<file path="config.mk">
export PLATFORM = sky130hd
export DESIGN_NAME = iterative_shifter_flat
export DESIGN_NICKNAME = d
export VERILOG_FILES = /design/src/rtl/iterative_shifter_if.sv /design/src/rtl/iterative_shifter.sv /design/src/flat_wrapper.sv
export SDC_FILE = /design/constraint.sdc
export NUM_CORES = 1
export LEC_CHECK = 0
export ABC_AREA = 1
export CAP_MARGIN = 40
export CORE_MARGIN = 3
export CORE_UTILIZATION = 48
export DETAILED_ROUTE_END_ITERATION = 16
export HOLD_SLACK_MARGIN = 0.1
export MAX_ROUTING_LAYER = met4
export PLACE_DENSITY = 0.7
export SYNTH_ARGS = -nofsm -noshare
export SYNTH_HDL_FRONTEND = slang
export SYNTH_SLANG_ARGS = --single-unit
</file>
<file path="constraint.sdc">
create_clock -name clk -period 3.8 [get_ports clk]
set_clock_uncertainty 0.05 [all_clocks]
set_input_delay 0.76 -clock clk [delete_from_list [all_inputs] [get_ports clk]]
set_output_delay 0.76 -clock clk [all_outputs]
set_load 0.01 [all_outputs]
</file>
<file path="src/rtl/iterative_shifter_if.sv">
// iterative_shifter_if: request/response handshake bundle for the iterative shifter
interface iterative_shifter_if #(
    parameter int WIDTH   = 32,
    parameter int SHAMT_W = $clog2(WIDTH)
);
    logic               in_valid;
    logic               in_ready;
    logic [1:0]         op;
    logic [WIDTH-1:0]   data_in;
    logic [SHAMT_W-1:0] shamt;
    logic               out_valid;
    logic               out_ready;
    logic [WIDTH-1:0]   data_out;
    modport master (
        output in_valid, op, data_in, shamt, out_ready,
        input  in_ready, out_valid, data_out
    );
    modport slave (
        input  in_valid, op, data_in, shamt, out_ready,
        output in_ready, out_valid, data_out
    );
endinterface

</file>
<file path="src/rtl/iterative_shifter.sv">
// iterative_shifter: multi-cycle SLL/SRL/SRA/ROL unit shifting STEP bits per cycle
module iterative_shifter #(
    parameter int WIDTH   = 32,
    parameter int SHAMT_W = $clog2(WIDTH),
    parameter int STEP    = 1
) (
    input  logic               clk,
    input  logic               reset_n,
    iterative_shifter_if.slave bus
);
    typedef enum logic [1:0] {IDLE, BUSY, DONE} state_t;
    state_t                    state_q, state_d;
    logic [WIDTH-1:0]          work_q, work_d;
    logic [WIDTH-1:0]          data_out_q, data_out_d;
    logic [1:0]                op_q, op_d;
    logic [SHAMT_W-1:0]        rem_q, rem_d;
    logic [SHAMT_W:0]          amt;
    logic                      last;
    logic signed [WIDTH-1:0]   sra;
    logic [WIDTH-1:0]          shifted;
    always_comb begin
        last       = {1'b0, rem_q} <= (SHAMT_W+1)'(STEP);
        amt        = last ? {1'b0, rem_q} : (SHAMT_W+1)'(STEP);
        // kept separate so the ternary below cannot strip the signedness
        sra        = $signed(work_q) >>> amt;
        shifted    = op_q == 2'b00 ? work_q << amt :
                     op_q == 2'b01 ? work_q >> amt :
                     op_q == 2'b10 ? sra :
                     (work_q << amt) | (work_q >> (WIDTH - int'(amt)));
        state_d    = state_q;
        work_d     = work_q;
        data_out_d = data_out_q;
        op_d       = op_q;
        rem_d      = rem_q;
        if (state_q == IDLE && bus.in_valid) begin
            state_d = BUSY;
            work_d  = bus.data_in;
            op_d    = bus.op;
            rem_d   = bus.shamt;
        end
        if (state_q == BUSY) begin
            work_d     = shifted;
            rem_d      = last ? '0 : rem_q - SHAMT_W'(STEP);
            state_d    = last ? DONE : BUSY;
            data_out_d = last ? shifted : data_out_q;
        end
        if (state_q == DONE && bus.out_ready)
            state_d = IDLE;
    end
    always_ff @(posedge clk) begin
        if (!reset_n) begin
            state_q    <= IDLE;
            work_q     <= '0;
            data_out_q <= '0;
            op_q       <= 2'b00;
            rem_q      <= '0;
        end else begin
            state_q    <= state_d;
            work_q     <= work_d;
            data_out_q <= data_out_d;
            op_q       <= op_d;
            rem_q      <= rem_d;
        end
    end
    assign bus.in_ready  = state_q == IDLE;
    assign bus.out_valid = state_q == DONE;
    assign bus.data_out  = data_out_q;
endmodule
</file>
<file path="src/flat_wrapper.sv">
// flat-port wrapper written by rule: the top's interface ports become plain ports
module iterative_shifter_flat 
#(
    parameter int WIDTH   = 32,
    parameter int SHAMT_W = $clog2(WIDTH),
    parameter int STEP    = 1
)
  (clk, reset_n, bus_in_valid, bus_op, bus_data_in, bus_shamt, bus_out_ready, bus_in_ready, bus_out_valid, bus_data_out);
  iterative_shifter_if #(.WIDTH(WIDTH), .SHAMT_W(SHAMT_W)) bus_i ();
  input  logic clk;
  input  logic reset_n;
  input wire logic [$bits(bus_i.in_valid)-1:0] bus_in_valid;
  input wire logic [$bits(bus_i.op)-1:0] bus_op;
  input wire logic [$bits(bus_i.data_in)-1:0] bus_data_in;
  input wire logic [$bits(bus_i.shamt)-1:0] bus_shamt;
  input wire logic [$bits(bus_i.out_ready)-1:0] bus_out_ready;
  output wire logic [$bits(bus_i.in_ready)-1:0] bus_in_ready;
  output wire logic [$bits(bus_i.out_valid)-1:0] bus_out_valid;
  output wire logic [$bits(bus_i.data_out)-1:0] bus_data_out;
  assign bus_i.in_valid = bus_in_valid;
  assign bus_i.op = bus_op;
  assign bus_i.data_in = bus_data_in;
  assign bus_i.shamt = bus_shamt;
  assign bus_i.out_ready = bus_out_ready;
  assign bus_in_ready = bus_i.in_ready;
  assign bus_out_valid = bus_i.out_valid;
  assign bus_data_out = bus_i.data_out;
  iterative_shifter #(.WIDTH(WIDTH), .SHAMT_W(SHAMT_W), .STEP(STEP)) u_core (.clk(clk), .reset_n(reset_n), .bus(bus_i));
endmodule
</file>
==> reports/metrics.csv <==
stage,metric,value,unit
run_status,outcome,completed,
finish,final_util,61.4,%
clock_network,cts_root_buf,clkbuf_8,
drt,route.detailed.wl_per_inst,15.5,um
die,ioPinCount,77,
die,initial_core_util,50.8,%
sta,fin_setup_tns,0,ns
finish,mostFrequentLayoutCells,"nand2_1, inv_1, o21ai_0",
finish,seq_area,1460,sq um
sta,finalMaxSlewViolations,0,
sta,fmax,358,MHz
logic_synthesis,ys.flop_type,dfxtp_1,
clock_network,cts.repair.resized,0,
power_and_ir_drop,p_sw_share,47.8,%
clock_network,post_cts_buffers,0,
logic_synthesis,synth_area,4830,sq um
drt,routed_via_density,5.47,
placement,hpwl,10400,um
clock_network,insertion_delay,0.36,ns
setup_path,worst_setup_path_end_kind,flop,
die,core,9500,sq um
global_routing,antenna_found_initial,0,
placement,place.gp.congestion,0.944,
logic_synthesis,synth_edf_count,0,
power_and_ir_drop,p_clk_share,18.8,%
sta,finalSetupViolCount,0,
setup_path,critPathKind,reg2reg,
flow_run,max-cap-violations,0,
logic_synthesis,synth_cell_types,36,
power_and_ir_drop,combPwrFrac,56.4,%
sta,period_minus_slack,2.79,ns
global_routing,grt_pass1_wl,24300,um
placement,dp.cells,956,
clock_network,htree_levels,3,
power_and_ir_drop,power_density,741,nW/um^2
setup_path,critPathRequiredTime,3.98,ns
logic_synthesis,syn_avg_cell_area,6.12,sq um
setup_path,start_kind,flop,
die,fp-row-count,35,
die,dieArea,11300,sq um
power_and_ir_drop,p_switching,0.00207,W
clock_network,cts_hold_buf,0,
finish,fin_nets,883,
worst_hold_path,hold_path.class,reg2reg,
logic_synthesis,async_flop_share,0,%
drt,drc,0,
clock_network,numCtsBuffers,9,
power_and_ir_drop,ir_drop,276,uV
sta,slew_headroom,45.8,%
global_routing,gr-total-overflow,0,
clock_network,cts_buffer_depth,2,
clock_network,cts_tree,yes,
logic_synthesis,ys_seq_area_share,30.2,%
sta,hold_violations,0,
placement,port_buffers,76,
sta,fin_crit_sh,73.5,%
global_routing,track_usage,27.2,%
global_routing,grt_max_degree,41,
sta,worst_slack,1.01,ns
sta,rsz0062_at_grt,false,
finish,diodes,0,
sta,worst_pin_slew,0.813,ns
drt,routed_wl,15000,um
logic_synthesis,synth_nets,834,
finish,multiInputGateArea,2720,sq um
clock_network,cts.sinks,73,
finish,drive_gt1_share,4.98,%
logic_synthesis,ys_seq_elements,73,
clock_network,cts.clk_slew.worst_paths,0.08,ns
logic_synthesis,syn-instance-count,789,
power_and_ir_drop,seq_power_share,24.8,%
setup_path,critPathArrivalTime,2.97,ns
finish,mostFrequentLayoutCell,nand2_1,
finish,fill_cells,936,
power_and_ir_drop,power.leakage,2.65,nW
power_and_ir_drop,p_int,0.00226,W
drt,ant_nets,0,
global_routing,grt_pass1_vias,4984,
setup_path,path_max_fanout,31,
logic_synthesis,yosys_warnings,0,
die,die_y,106,um
placement,dp_slack,1.02,ns
die,die_w,106,um
drt,first_pass_iters,6,
finish,areaGrowthSynthToFinish,20.8,%
drt,first_iter_violations,348,
drt,num_vias,5314,
finish,layout.cells.non_filler,972,
==> worst max-delay path: stages (launching register included) <==
cell	delay (ns)
dfxtp_1	0.42
inv_1	0.17
ha_1	0.20
inv_1	0.08
o21ai_4	0.11
nand3_4	0.34
inv_2	0.49
nand2_1	0.13
o21ai_0	0.14
nand2_1	0.08
nand3_1	0.09
nand2_1	0.13
a21oi_1	0.15
nor2_1	0.05
==> metrics by stage <==
step           instance area [sq um]  power (W)  hold slack [ns]
3_5_place_dp                    5580    0.00348            0.440
4_1_cts                         5840    0.00430            0.452
2_1_floorplan                   4830    0.00287            0.413
3_3_place_gp                    5560    0.00346            0.432
6_report                        5840    0.00433            0.448
5_1_grt                         5840    0.00467            0.486
==> sequential cells by signal, summed over array words and instances (netlist names) <==
register             count
u_core.state_q           2
u_core.op_q              2
u_core.bus.data_out     32
u_core.work_q           32
u_core.rem_q             5
==> cell families after synthesis <==
kind of cell    synth area share, %
fa+ha+maj                     0.518
compound gates                 24.7
flops                          30.2
xor+xnor                      0.544
simple gates                   30.6
buf+inv                        13.4
==> final timing paths <==
kind                            cells past startpoint                 to  slack [ns]       startpoint
worst max-delay path                               13  u_core.work_q[19]        1.01  u_core.rem_q[1]
worst min-delay path                                2     u_core.op_q[1]        0.45   u_core.op_q[1]
worst max register to register                     13  u_core.work_q[19]        1.01  u_core.rem_q[1]
worst min register to register                      2     u_core.op_q[1]        0.45   u_core.op_q[1]
==> synth_stat cells, types with 11 or more instances <==
| cell type | number | share of area [%] |
|---|---|---|
| nor2_1 | 27 | 2.1 |
| nand2_1 | 245 | 19 |
| inv_1 | 98 | 7.6 |
| o21ai_1 | 18 | 1.9 |
| dfxtp_1 | 73 | 30 |
| buf_2 | 11 | 1.1 |
| clkbuf_1 | 23 | 1.8 |
| a21oi_1 | 61 | 6.3 |
| o211ai_1 | 13 | 2.0 |
| nand3_1 | 66 | 6.8 |
| o21bai_1 | 16 | 2.5 |
| o21ai_0 | 78 | 8.1 |
==> power by group through the flow <==
stage / sequential [W] / combinational (W) / clock (W)
detailed placement: 0.00109 / 0.00239 / 0
floorplan: 0.00109 / 0.00178 / 0
global placement: 0.00108 / 0.00237 / 0
finish: 0.00107 / 0.00244 / 0.000812
global route: 0.00109 / 0.00273 / 0.000846
CTS: 0.00107 / 0.00241 / 0.000822
==> routing by layer <==
layer	vias up	share of wire (%)	GRT usage [%]	routed length, um
met5	-	0	-	0
met4	0	2.4	9.90	356
met3	28	7.3	4.43	1100
met2	194	45	42.2	6760
met1	2439	45	35.9	6810
li1	2653	-	-	-
==> layout make-up <==
type / instances / area share [%]
clock buffer: 12 / 2.83
clock inverter: 4 / 1.67
inverter: 103 / 6.62
multi-input combinational: 565 / 46.6
sequential: 73 / 25.0
tap: 129 / 2.76
timing repair buffer: 86 / 14.4
No activity file was read; power rests on OpenSTA's default activity.
